--- src/rtl/fde_datapath_pkg.sv ---
// Shared definitions for the fetch/decode/execute datapath: default
// geometry, ALU and forwarding encodings, instruction field positions.
package fde_datapath_pkg;

    localparam int WIDTH_DEF            = 16;
    localparam int REGNUM_DEF           = 16;
    localparam int ADDRESSWIDTH_DEF     = 4;
    localparam int OPCODEWIDTH_DEF      = 4;
    localparam int INSTRUCTIONWIDTH_DEF = 24;

    // Instruction field positions (MSB of each field).
    localparam int OPCODE_MSB = 23;
    localparam int RD_MSB     = 19;
    localparam int RS1_MSB    = 15;
    localparam int RS2_MSB    = 11;

    // The immediate is the low 12 bits, sign-extended.
    localparam int IMM_BITS   = 12;

    // Shift amount is taken from the low bits of operand B.
    localparam int SHAMT_BITS = 4;

    typedef enum logic [2:0] {
        ALU_ADD  = 3'b000,
        ALU_SUB  = 3'b001,
        ALU_AND  = 3'b010,
        ALU_OR   = 3'b011,
        ALU_XOR  = 3'b100,
        ALU_SHL  = 3'b101,
        ALU_SHR  = 3'b110,
        ALU_PASS = 3'b111
    } alu_op_e;

    typedef enum logic [1:0] {
        FWD_REG  = 2'b00,
        FWD_WB   = 2'b01,
        FWD_M    = 2'b10,
        FWD_REG2 = 2'b11
    } fwd_sel_e;

endpackage

--- src/rtl/fde_alu.sv ---
// Execute-stage ALU with NZVC flags. Purely combinational.
module fde_alu
    import fde_datapath_pkg::*;
#(
    parameter int WIDTH = WIDTH_DEF
) (
    input  logic [WIDTH-1:0] a_i,
    input  logic [WIDTH-1:0] b_i,
    input  alu_op_e          op_i,
    output logic [WIDTH-1:0] result_o,
    output logic             n_o,
    output logic             z_o,
    output logic             v_o,
    output logic             c_o
);

    logic [WIDTH:0]          sum_w;
    logic [WIDTH:0]          diff_w;
    logic [SHAMT_BITS-1:0]   shamt_w;

    // One extra bit on the adders captures the carry-out.
    assign sum_w   = {1'b0, a_i} + {1'b0, b_i};
    // Subtraction as A + ~B + 1 so that carry-out means "no borrow".
    assign diff_w  = {1'b0, a_i} + {1'b0, ~b_i} + {{WIDTH{1'b0}}, 1'b1};
    assign shamt_w = b_i[SHAMT_BITS-1:0];

    // Operation select plus carry/overflow; logic ops leave C and V clear.
    always_comb begin
        // NOTE: every output of an always_comb gets a default first so no path can infer a latch.
        result_o = '0;
        c_o      = 1'b0;
        v_o      = 1'b0;
        unique case (op_i)
            ALU_ADD: begin
                result_o = sum_w[WIDTH-1:0];
                c_o      = sum_w[WIDTH];
                v_o      = (a_i[WIDTH-1] == b_i[WIDTH-1]) &&
                           (sum_w[WIDTH-1] != a_i[WIDTH-1]);
            end
            ALU_SUB: begin
                result_o = diff_w[WIDTH-1:0];
                c_o      = diff_w[WIDTH];
                v_o      = (a_i[WIDTH-1] != b_i[WIDTH-1]) &&
                           (diff_w[WIDTH-1] != a_i[WIDTH-1]);
            end
            ALU_AND:  result_o = a_i & b_i;
            ALU_OR:   result_o = a_i | b_i;
            ALU_XOR:  result_o = a_i ^ b_i;
            ALU_SHL:  result_o = a_i << shamt_w;
            ALU_SHR:  result_o = a_i >> shamt_w;
            ALU_PASS: result_o = b_i;
            default:  result_o = '0;
        endcase
    end

    assign n_o = result_o[WIDTH-1];
    assign z_o = (result_o == '0);

endmodule

--- src/rtl/fde_datapath.sv ---
// Fetch PC, decode (field split, register file, immediate) and execute
// (forwarding, operand select, ALU) for the 5-stage pipeline.
module fde_datapath
    import fde_datapath_pkg::*;
#(
    parameter int WIDTH            = WIDTH_DEF,
    parameter int REGNUM           = REGNUM_DEF,
    parameter int ADDRESSWIDTH     = ADDRESSWIDTH_DEF,
    parameter int OPCODEWIDTH      = OPCODEWIDTH_DEF,
    parameter int INSTRUCTIONWIDTH = INSTRUCTIONWIDTH_DEF
) (
    input  logic                        clock,
    input  logic                        reset,
    // Fetch
    input  logic [WIDTH-1:0]            new_pc,
    input  logic                        take_branch,
    input  logic                        pc_enable,
    output logic [WIDTH-1:0]            pc,
    // Decode
    input  logic [INSTRUCTIONWIDTH-1:0] instruction,
    input  logic [WIDTH-1:0]            pc_d,
    input  logic                        pc_as_r1,
    input  logic                        wb_enable,
    input  logic [ADDRESSWIDTH-1:0]     wb_addr,
    input  logic [WIDTH-1:0]            wb_data,
    output logic [WIDTH-1:0]            reg1_data,
    output logic [WIDTH-1:0]            reg2_data,
    output logic [WIDTH-1:0]            immediate,
    output logic [ADDRESSWIDTH-1:0]     rd_addr,
    output logic [ADDRESSWIDTH-1:0]     rs1_addr,
    output logic [ADDRESSWIDTH-1:0]     rs2_addr,
    output logic [OPCODEWIDTH-1:0]      opcode,
    // Execute
    input  logic [WIDTH-1:0]            e_reg1,
    input  logic [WIDTH-1:0]            e_reg2,
    input  logic [WIDTH-1:0]            e_imm,
    input  logic [WIDTH-1:0]            fwd_m,
    input  logic [WIDTH-1:0]            fwd_wb,
    input  logic [2:0]                  alu_control,
    input  logic                        data2_sel,
    input  logic [1:0]                  fwd1_sel,
    input  logic [1:0]                  fwd2_sel,
    output logic [WIDTH-1:0]            reg2_final,
    output logic [WIDTH-1:0]            alu_out,
    output logic                        n,
    output logic                        z,
    output logic                        v,
    output logic                        c
);

    // ------------------------------------------------------------------
    // Fetch
    // ------------------------------------------------------------------
    logic [WIDTH-1:0] fetch_pc_q;
    logic [WIDTH-1:0] fetch_pc_d;

    // Next PC: a branch wins over a stall; otherwise step by one word.
    always_comb begin
        fetch_pc_d = fetch_pc_q;
        if (take_branch) begin
            fetch_pc_d = new_pc;
        end else if (pc_enable) begin
            fetch_pc_d = fetch_pc_q + WIDTH'(1);
        end
    end

    // PC register, cleared asynchronously.
    always_ff @(posedge clock or posedge reset) begin
        // NOTE: sequential state uses non-blocking assignments so every flop samples pre-edge values.
        if (reset) begin
            fetch_pc_q <= '0;
        end else begin
            fetch_pc_q <= fetch_pc_d;
        end
    end

    assign pc = fetch_pc_q;

    // ------------------------------------------------------------------
    // Decode: field split and immediate
    // ------------------------------------------------------------------
    assign opcode   = instruction[OPCODE_MSB -: OPCODEWIDTH];
    assign rd_addr  = instruction[RD_MSB     -: ADDRESSWIDTH];
    assign rs1_addr = instruction[RS1_MSB    -: ADDRESSWIDTH];
    assign rs2_addr = instruction[RS2_MSB    -: ADDRESSWIDTH];

    assign immediate = {{(WIDTH-IMM_BITS){instruction[IMM_BITS-1]}},
                        instruction[IMM_BITS-1:0]};

    // ------------------------------------------------------------------
    // Decode: register file
    // ------------------------------------------------------------------
    logic [WIDTH-1:0] regs_q [REGNUM];
    logic [WIDTH-1:0] rf_rd1;
    logic [WIDTH-1:0] rf_rd2;

    // Register array write port; every entry, r0 included, is ordinary.
    always_ff @(posedge clock or posedge reset) begin
        // NOTE: this array is reset on purpose (clears to zero), so it stays in flops rather than RAM.
        if (reset) begin
            for (int i = 0; i < REGNUM; i++) begin
                regs_q[i] <= '0;
            end
        end else if (wb_enable) begin
            regs_q[wb_addr] <= wb_data;
        end
    end

    // Read ports with write-through so WB and decode can share a cycle.
    always_comb begin
        rf_rd1 = regs_q[rs1_addr];
        rf_rd2 = regs_q[rs2_addr];
        if (wb_enable && (wb_addr == rs1_addr)) begin
            rf_rd1 = wb_data;
        end
        if (wb_enable && (wb_addr == rs2_addr)) begin
            rf_rd2 = wb_data;
        end
    end

    assign reg1_data = pc_as_r1 ? pc_d : rf_rd1;
    assign reg2_data = rf_rd2;

    // ------------------------------------------------------------------
    // Execute: forwarding and operand select
    // ------------------------------------------------------------------
    logic [WIDTH-1:0] op_a;
    logic [WIDTH-1:0] op_b;
    logic [WIDTH-1:0] fwd_reg2;

    // Forwarding muxes; both "register" encodings pick the pipeline operand.
    always_comb begin
        unique case (fwd_sel_e'(fwd1_sel))
            FWD_WB:  op_a = fwd_wb;
            FWD_M:   op_a = fwd_m;
            default: op_a = e_reg1;
        endcase
        unique case (fwd_sel_e'(fwd2_sel))
            FWD_WB:  fwd_reg2 = fwd_wb;
            FWD_M:   fwd_reg2 = fwd_m;
            default: fwd_reg2 = e_reg2;
        endcase
    end

    assign reg2_final = fwd_reg2;
    assign op_b       = data2_sel ? e_imm : fwd_reg2;

    fde_alu #(
        .WIDTH (WIDTH)
    ) u_alu (
        .a_i      (op_a),
        .b_i      (op_b),
        .op_i     (alu_op_e'(alu_control)),
        .result_o (alu_out),
        .n_o      (n),
        .z_o      (z),
        .v_o      (v),
        .c_o      (c)
    );

endmodule

--- config.mk ---
export PLATFORM = sky130hd
export DESIGN_NAME = fde_datapath
export DESIGN_NICKNAME = d
export VERILOG_FILES = /design/src/rtl/fde_datapath_pkg.sv /design/src/rtl/fde_alu.sv /design/src/rtl/fde_datapath.sv
export SDC_FILE = /design/constraint.sdc
export NUM_CORES = 1
export LEC_CHECK = 0
export CAP_MARGIN = 5
export CORE_UTILIZATION = 56
export CTS_CLUSTER_SIZE = 40
export DETAILED_ROUTE_END_ITERATION = 16
export PLACE_DENSITY = 0.78
export REMOVE_ABC_BUFFERS = 1
export SYNTH_ARGS = -nofsm -noshare
export SYNTH_HDL_FRONTEND = slang
export SYNTH_SLANG_ARGS = --single-unit
--- constraint.sdc ---
create_clock -name clock -period 12.3 [get_ports clock]
set_input_delay 1.845 -clock clock [delete_from_list [all_inputs] [get_ports clock]]
set_output_delay 1.845 -clock clock [all_outputs]
set_load 0.01 [all_outputs]
======== Word level (Yosys, flattened, before mapping) ========
Cells that the tools add are included.
cells by class
  mux-type cells .......................... 20
  reduce and logical (&&, ||, !) cells .... 8
  bitwise operators ....................... 7
  $add $sub $neg .......................... 4
  $mul .................................... 0
  order comparisons ....................... 4
  shift-type cells ........................ 2
  eq/ne operators ......................... 17
  divide/modulo/power cells ............... 0
operator list
  cell                   number
  $bwmux 256             1
  $mux 16                11
  $bmux 16 s4            2
  $pmux 16 s8            1
  $demux 16 s4           1
  $pmux 16 s2            2
  $add 16x16->17         2
  $add 17x1->17 const B  1
  $add 16x1->16 const B  1
  $and 16x16->16         1
  $logic_not 16->1       1
  $not 16->16            1
  $or 16x16->16          1
  $shl 16x4->16          1
  $shr 16x4->16          1
  $xor 16x16->16         1
  $ge 5x5->1 const B     3
  $not 4->5              3
  $eq 3x3->1 const B     4
  $eq 4x4->1             2
  $eq 3x2->1 const B     2
  $logic_and 1x1->1      5
  $lt 5x1->1 const B     1
  $eq 2x1->1 const B     2
  7 further kinds        11
word-level totals
  bits in writable memories ............... 0
  input port bits ......................... 170
  bits in registers ....................... 272
  memory bits (read-only) ................. 0
  memories ................................ 0
  latch bits .............................. 0
  logic and storage cells ................. 79
  output and inout bits ................... 116

======== Logic depth before layout (Yosys ltp) ========
Gate-level depths: netlist of the first run.
  word-level depth ........................ 9
  depth in mapped cells ................... 21
  depth with buffers taken out ............ 18

======== Modules after synthesis ========
Synthesis of the first run repeated with hierarchy kept, for this count alone.
unflattened totals
  cells, all modules ...................... 1826
  area total of the unflattened synthesis .. 20449.6 um^2
by module, submodules not included
  module        instances  cells an instance  area each (um^2)  sequential area each (um^2)
  fde_datapath  1          1232               16265.6           6806.5
  fde_alu       1          594                4184.0            0.0

======== Worst setup path before layout of the first run ========
Ideal clock, no wire load.
  kind .................................... input port to output port
  from .................................... input fwd2_sel[0]
  to ...................................... output z
  path buffers ............................ 4
  stages .................................. 19
  required time ........................... 10.455 ns
  setup slack ............................. 4.154 ns
  arrival ................................. 6.301 ns
  path through ............................ inv_1 > ha_1 > buf_4 > a221oi_2 > o31a_1 > buf_1 > clkbuf_1 > ha_1 > clkbuf_1 > or2_2 > a221oi_1 > nor2_1 > o21ai_0 > xnor2_1 > a22oi_1 > nand3_1 > or4_1 > or4_1 > nor4_2
between the ends
  word-level cells in the longest chain between the ends .. 8
  elaborated cells between the ends (all ways) .. 15
  classes of those cells .................. 3 x add/sub; 2 x eq/ne; 2 x shift; 3 x mux; 4 x bitwise; 1 x reduce/logical
ends and longest elaborated chain
  element                                   RTL line             text
  start: declaration                        fde_datapath.sv:42   input logic [1:0] fwd2_sel,
  $eq 2x2->1 or $eq 2x1->1 (tied branches)  fde_datapath.sv:138  unique case (fwd_sel_e'(fwd2_sel))
  $pmux 16 s2 *                             fde_datapath.sv:138
  $mux 16 *                                 fde_datapath.sv:146  assign op_b = data2_sel ? e_imm : fwd_reg2;
  $not 16->16                               fde_alu.sv:24        assign diff_w = {1'b0, a_i} + {1'b0, ~b_i} + {{WIDTH{1'b0}}, 1'b1};
  $add 16x16->17                            fde_alu.sv:24
  $add 17x1->17                             fde_alu.sv:24
  $pmux 16 s8 *                             fde_alu.sv:33        unique case (op_i)
  via alu_out[6]                            fde_datapath.sv:44   output logic [WIDTH-1:0] alu_out,
  $logic_not 16->1 *                        fde_alu.sv:57        assign z_o = (result_o == '0);
  end: declaration                          fde_datapath.sv:46   output logic z,
Mark *: on every way through the listed nets, which the timed path passes. The rest lies on a longest branch.

======== Worst setup path after layout of the first run ========
  from .................................... input fwd2_sel[0]
  to ...................................... output z
between the ends
  word-level cells in the longest chain between the ends .. 8
  elaborated cells between the ends (all ways) .. 15
  classes of those cells .................. 3 x add/sub; 2 x eq/ne; 2 x shift; 3 x mux; 4 x bitwise; 1 x reduce/logical
ends and longest elaborated chain
  element                                   RTL line
  $eq 2x2->1 or $eq 2x1->1 (tied branches)  fde_datapath.sv:138
  $pmux 16 s2 *                             fde_datapath.sv:138
  $mux 16 *                                 fde_datapath.sv:146
  $not 16->16                               fde_alu.sv:24
  $add 16x16->17                            fde_alu.sv:24
  $add 17x1->17                             fde_alu.sv:24
  $pmux 16 s8 *                             fde_alu.sv:33
  $logic_not 16->1 *                        fde_alu.sv:57
Mark *: on every way between the ends. The rest lies on a longest branch, timed or not.

==> results of run 1 <==
-- final cells by class --
class                   count  area share
clock buffers              43      0.0361
repair buffers            293       0.120
flip-flops and latches    272       0.290
well taps                 455      0.0243
inverters                  68      0.0112
multi-input cells        1204       0.513
clock inverters             9     0.00470
-- metrics by stage --
step	instances	cell area (sq um)	setup slack [ns]	utilization	power, mW
detailed placement	2292	22500	2.35	0.648	2.48
finish	2344	23400	2.27	0.675	3.37
floorplan	1544	19000	2.34	-	2.02
CTS	2344	23400	2.36	0.675	3.35
global route	2344	23400	1.96	0.675	3.51
global placement	2292	22500	2.53	0.648	2.43
-- routing by layer --
layer,global-route usage,vias up
li1,-,6804
met1,0.484,8108
met2,0.524,815
met3,0.0591,143
met4,0.111,0
met5,0.00687,-
-- logic make-up (layout without fill, tap and decap cells) --
family / after synthesis / in the layout / share of synthesized area
flops: 272 / 272 / 0.343
fa+ha+maj: 56 / 56 / 0.0360
xor+xnor: 33 / 33 / 0.0145
buf+inv: 240 / 413 / 0.0546
simple gates: 299 / 299 / 0.0698
compound gates: 309 / 309 / 0.108
mux: 507 / 507 / 0.374
-- power by group --
group / leakage (nW) / internal (mW) / switching, mW
registers: 3.33 / 1.10 / 0.157
logic: 5.73 / 0.685 / 0.561
clock network: 0.476 / 0.516 / 0.352
-- sequential cells by signal (all words and copies together), names as in the netlist --
register  flops
pc           16
regs_q      256
-- critical path, cell delays in order --
cell             delay (ns)
clkdlybuf4s50_1        0.49
inv_1                  0.05
ha_1                   0.77
nor2_1                 0.21
a221oi_4               0.26
buf_4                  0.53
ha_1                   0.26
inv_1                  0.08
fa_1                   0.43
or2_2                  0.32
a221oi_1               0.36
o41ai_1                0.15
o41ai_1                0.39
o41ai_1                0.17
a221oi_1               0.31
o21ai_0                0.15
nor4_1                 0.43
o211ai_1               0.18
nor4_2                 0.19
clkdlybuf4s50_1        0.59
-- cells in the final DEF (no fill, tap or decap), drive strengths merged, types with 49 or more instances in the layout --
master,n
a21oi,49
clkdlybuf4s50,249
dfrtp,272
ha,54
inv,67
mux2,282
mux2i,65
mux4,160
nand2,103
nor2,84
o21ai,93
-- path summary, 6_finish.rpt --
kind	to	cells after the start
setup / recovery	z	20
hold / removal	regs_q[14]$_DFFE_PP0P_	1
hold reg to reg	regs_q[14]$_DFFE_PP0P_	1
min in group asynchronous	regs_q[85]$_DFFE_PP0P_	2
setup reg to reg	pc[12]$_DFFE_PP0P_	6
max in group asynchronous	regs_q[50]$_DFFE_PP0P_	3
==> flow_summary.json, run 1 <==
{
  "grt_pass1_wl_mm": 94.4,
  "r2r_slack_ns": 10.42,
  "synth_commonest_cells": "mux2_2, dfrtp_1, mux4_2",
  "clock_latency_ns": 0.56,
  "fin_crit_ns": 10.03,
  "start_kind": "input port",
  "post-cts-setup-buffers": 0,
  "finClkSkew_ns": 0.00580,
  "crit_fanout": 39,
  "highest_layer": "met4",
  "rsz0062_at_grt": "false",
  "die_x_microns": 190,
  "hp-start": "regs_q[14]$_DFFE_PP0P_",
  "cp.required_ns": 10.45,
  "port_buffers": 253,
  "wl_met2_mm": 28.3,
  "gp_congestion": 0.989,
  "end_kind": "output port",
  "min_path_type": "reg -> reg",
  "peakVddDrop_v": 0.000158,
  "synth_top_area_share": 0.343,
  "drtIter0Drc": 1635,
  "ioPinCount": 286,
  "track_usage": 0.339,
  "synthFlopType": "dfrtp_1",
  "synth_cell_types": 75,
  "final.setup.tns_ns": 0,
  "synth_area_leaders": "dfrtp_1, mux4_2, mux2_2, ha_1, mux2i_1",
  "dieHeight_microns": 190,
  "drt_pass1_iterations": 6,
  "core_sq_um": 34700,
  "synth_area_sq_um": 19900,
  "drv_slew": 0,
  "yosysMostFrequentCell": "mux2_2",
  "powerDensity_nw_per_um2": 144,
  "cts_tree": "yes",
  "cap_viol_max_count": 0,
  "num-fill-cells": 2519,
  "cts.sinks": 272,
  "wirelength_met1_mm": 25.8,
  "ant_nets": 0,
  "die_area_sq_um": 36200,
  "dp_hpwl_mm": 41.8,
  "grt_max_degree": 133,
  "synth-edff-count": 0,
  "grt-ovfl-total": 0,
  "worstMarginPinSlew_ns": 1.23,
  "max_slew_margin": 0.183,
  "syn_avg_cell_area_sq_um": 11.6,
  "vias_per_cell": 6.77,
  "antenna_found_initial": 0,
  "layout.nets": 2093,
  "cp.arrival_ns": 8.18,
  "holdBufCountCts": 0,
  "cts_root_buffer": "clkbuf_16",
  "cp-startpoint": "fwd2_sel[0]",
  "async_flop_share": 1.00,
  "ys_seq_area_frac": 0.343,
  "status": "completed",
  "power.leakage_nw": 9.54,
  "wl_per_cell_microns": 26.2,
  "clkTransAtPathRegs_ns": 0.06,
  "wl_met3_mm": 5.16,
  "numCtsBuffers": 28,
  "routed_wl_mm": 61.3,
  "synth_warnings": 0,
  "area_growth_pct": 18.0,
  "reg2reg_from": "pc[0]$_DFFE_PP0P_",
  "fin_crit_sh": 0.815,
  "route.detailed.drc": 0,
  "n_antenna_cell": 0,
  "drive_gt1_frac": 0.307,
  "setup_violations": 0,
  "ys_ff_latch": 272,
  "hold_ws_ns": 0.524,
  "grt_pass1_vias": 15900,
  "initial_core_util": 0.572,
  "routed-via-count": 15900,
  "row_count": 68,
  "syn_inst": 1716,
  "synth.largest_area_cell": "dfrtp_1",
  "clk_path_buf_depth": 3,
  "cts.repair.resized": 0,
  "multi_input_area_sq_um": 12000,
  "regArea_sq_um": 6810,
  "path_class": "in -> out",
  "fmax_mhz": 99.7,
  "htree_levels": 1,
  "hold_violations": 0
}
(Power assumes the default switching activity.)
==> run 2: changes to the inputs <==
--- a/config.mk
+++ b/config.mk
@@ -6,10 +6,10 @@
 export NUM_CORES = 1
 export LEC_CHECK = 0
 export CAP_MARGIN = 5
-export CORE_UTILIZATION = 56
+export CORE_UTILIZATION = 51
 export CTS_CLUSTER_SIZE = 40
 export DETAILED_ROUTE_END_ITERATION = 16
-export PLACE_DENSITY = 0.78
+export PLACE_DENSITY = 0.74
 export REMOVE_ABC_BUFFERS = 1
 export SYNTH_ARGS = -nofsm -noshare
 export SYNTH_HDL_FRONTEND = slang
==> constraint.sdc (replaced) <==
create_clock -name clock -period 8.1 [get_ports clock]
set_input_delay 1.215 -clock clock [delete_from_list [all_inputs] [get_ports clock]]
set_output_delay 1.215 -clock clock [all_outputs]
set_load 0.01 [all_outputs]
==> run 2 against run 1 <==
First-iteration DRC count is 2.0% lower. Design area rose by 2.1%. Non-clock buffer count is 39 higher. Die area increased by 9.7%. Critical path type unchanged. Highest routed layer is now met5. Clock skew rose by 0.0011 ns.
==> flow_summary.json, run 2 (same netlist as run 1, synthesis figures left out) <==
{
  "fmax_mhz": 129,
  "routed-via-count": 16000,
  "grt_pass1_wl_mm": 96.5,
  "vias_per_cell": 6.54,
  "ioPinCount": 286,
  "final_common_cell": "mux2_2",
  "pre_cts_slack_ns": 0.109,
  "dp_hpwl_mm": 43.8,
  "hold_violations": 0,
  "layout_setup_ws_ns": 0.321,
  "crit_fanout": 11,
  "wl_per_cell_microns": 26.0,
  "drt_pass1_iterations": 6,
  "clkTransAtPathRegs_ns": 0.06,
  "grt_pass1_vias": 15900,
  "die_area_sq_um": 39700,
  "hold_ws_ns": 0.522,
  "cts_root_buffer": "clkbuf_16",
  "cts.sinks": 272,
  "total_power_mw": 5.27,
  "rsz0062_at_grt": "false",
  "row_count": 71,
  "routed_wl_mm": 63.5,
  "largest_reg_flops": 256,
  "port_buffers": 253,
  "ant_nets": 0,
  "powerDensity_nw_per_um2": 220,
  "initial_core_util": 0.522,
  "end_kind": "output port",
  "status": "completed",
  "core_sq_um": 38000,
  "dieHeight_microns": 199,
  "fin_crit_ns": 7.78,
  "grt_max_degree": 116,
  "cap_viol_max_count": 0,
  "finClkSkew_ns": 0.00695,
  "gp_congestion": 1.01,
  "grt-ovfl-total": 0,
  "layout_common_cells": "mux2_2, dfrtp_1, clkdlybuf4s50_1",
  "place_inst": 2387,
  "cp.required_ns": 6.88,
  "path_class": "in -> out",
  "layout.nets": 2135,
  "clk_path_buf_depth": 3,
  "die_x_microns": 199,
  "max_slew_margin": 0.236,
  "track_usage": 0.321,
  "min_path_type": "reg -> reg",
  "largest_register": "regs_q",
  "numCtsBuffers": 31,
  "peakVddDrop_v": 0.000182,
  "antenna_found_initial": 2,
  "post-cts-setup-buffers": 0,
  "drtIter0Drc": 1603,
  "stdcell_count": 2443,
  "drive_gt1_frac": 0.328,
  "route.detailed.drc": 0,
  "cts_tree": "yes",
  "clock_latency_ns": 0.55,
  "start_kind": "input port",
  "worstMarginPinSlew_ns": 1.14,
  "htree_levels": 1,
  "power.leakage_nw": 9.78,
  "area_growth_pct": 20.5,
  "cp.arrival_ns": 6.56,
  "setup_violations": 0,
  "post-route-util": 0.630,
  "drv_slew": 0,
  "fin_crit_sh": 0.960
}
-- run 2: final cells by class --
cell class	instances	area, sq um
fillers	3004	14100
multi-input cells	1204	12100
flip-flops and latches	272	6810
repair buffers	332	3110
clock buffers	40	890
well taps	511	639
inverters	68	263
clock inverters	15	173
diodes	1	2.50
-- run 2: timing repair --
action,4_1_cts,5_1_grt
gates resized for setup,0,9
setup endpoints to repair,0,1
endpoints found under the hold margin,0,0
hold buffers,0,0
-- run 2: critical path: stages --
cell             delay [ns]
clkdlybuf4s50_1        0.48
inv_1                  0.05
ha_1                   0.45
nor2_1                 0.15
a221oi_4               0.30
ha_1                   0.24
inv_1                  0.09
fa_1                   0.45
or2_2                  0.34
a221oi_2               0.31
o41ai_1                0.15
o41ai_2                0.32
o41ai_1                0.17
a221oi_1               0.37
o21ai_0                0.17
nor4_1                 0.34
o211ai_1               0.19
nor4_2                 0.19
clkdlybuf4s50_1        0.59
-- run 2: report_power, final --
part           switching, mW  leakage [nW]  internal, mW
Sequential             0.228          3.33          1.67
Clock                  0.568         0.520         0.867
Combinational          0.868          5.93          1.07
Total                   1.66          9.78          3.60
-- run 2: routing by layer --
metal	GRT usage	share of wire	vias to the layer above
met5	0.00639	0.00019	-
met4	0.0755	0.024	2
met3	0.0672	0.097	118
met2	0.489	0.46	855
met1	0.470	0.42	8126
li1	-	-	6870
-- run 2: stage by stage --
step	TNS, ns	instance area, sq um
after floorplan	-166.74	19000
after detailed placement	0	22800
final	0	23900
after global placement	0	22800
after global routing	0	23900
after CTS	0	23900
-- run 2: worst paths after layout --
kind | cells past startpoint | slack [ns] | from | to
max | 19 | 0.32 | fwd2_sel[0] | z
min | 1 | 0.52 | regs_q[26]$_DFFE_PP0P_ | regs_q[26]$_DFFE_PP0P_
max reg2reg | 6 | 6.18 | pc[0]$_DFFE_PP0P_ | pc[14]$_DFFE_PP0P_
min reg2reg | 1 | 0.52 | regs_q[26]$_DFFE_PP0P_ | regs_q[26]$_DFFE_PP0P_
max in group asynchronous | 3 | 5.32 | reset | pc[12]$_DFFE_PP0P_
min in group asynchronous | 2 | 1.21 | reset | regs_q[213]$_DFFE_PP0P_
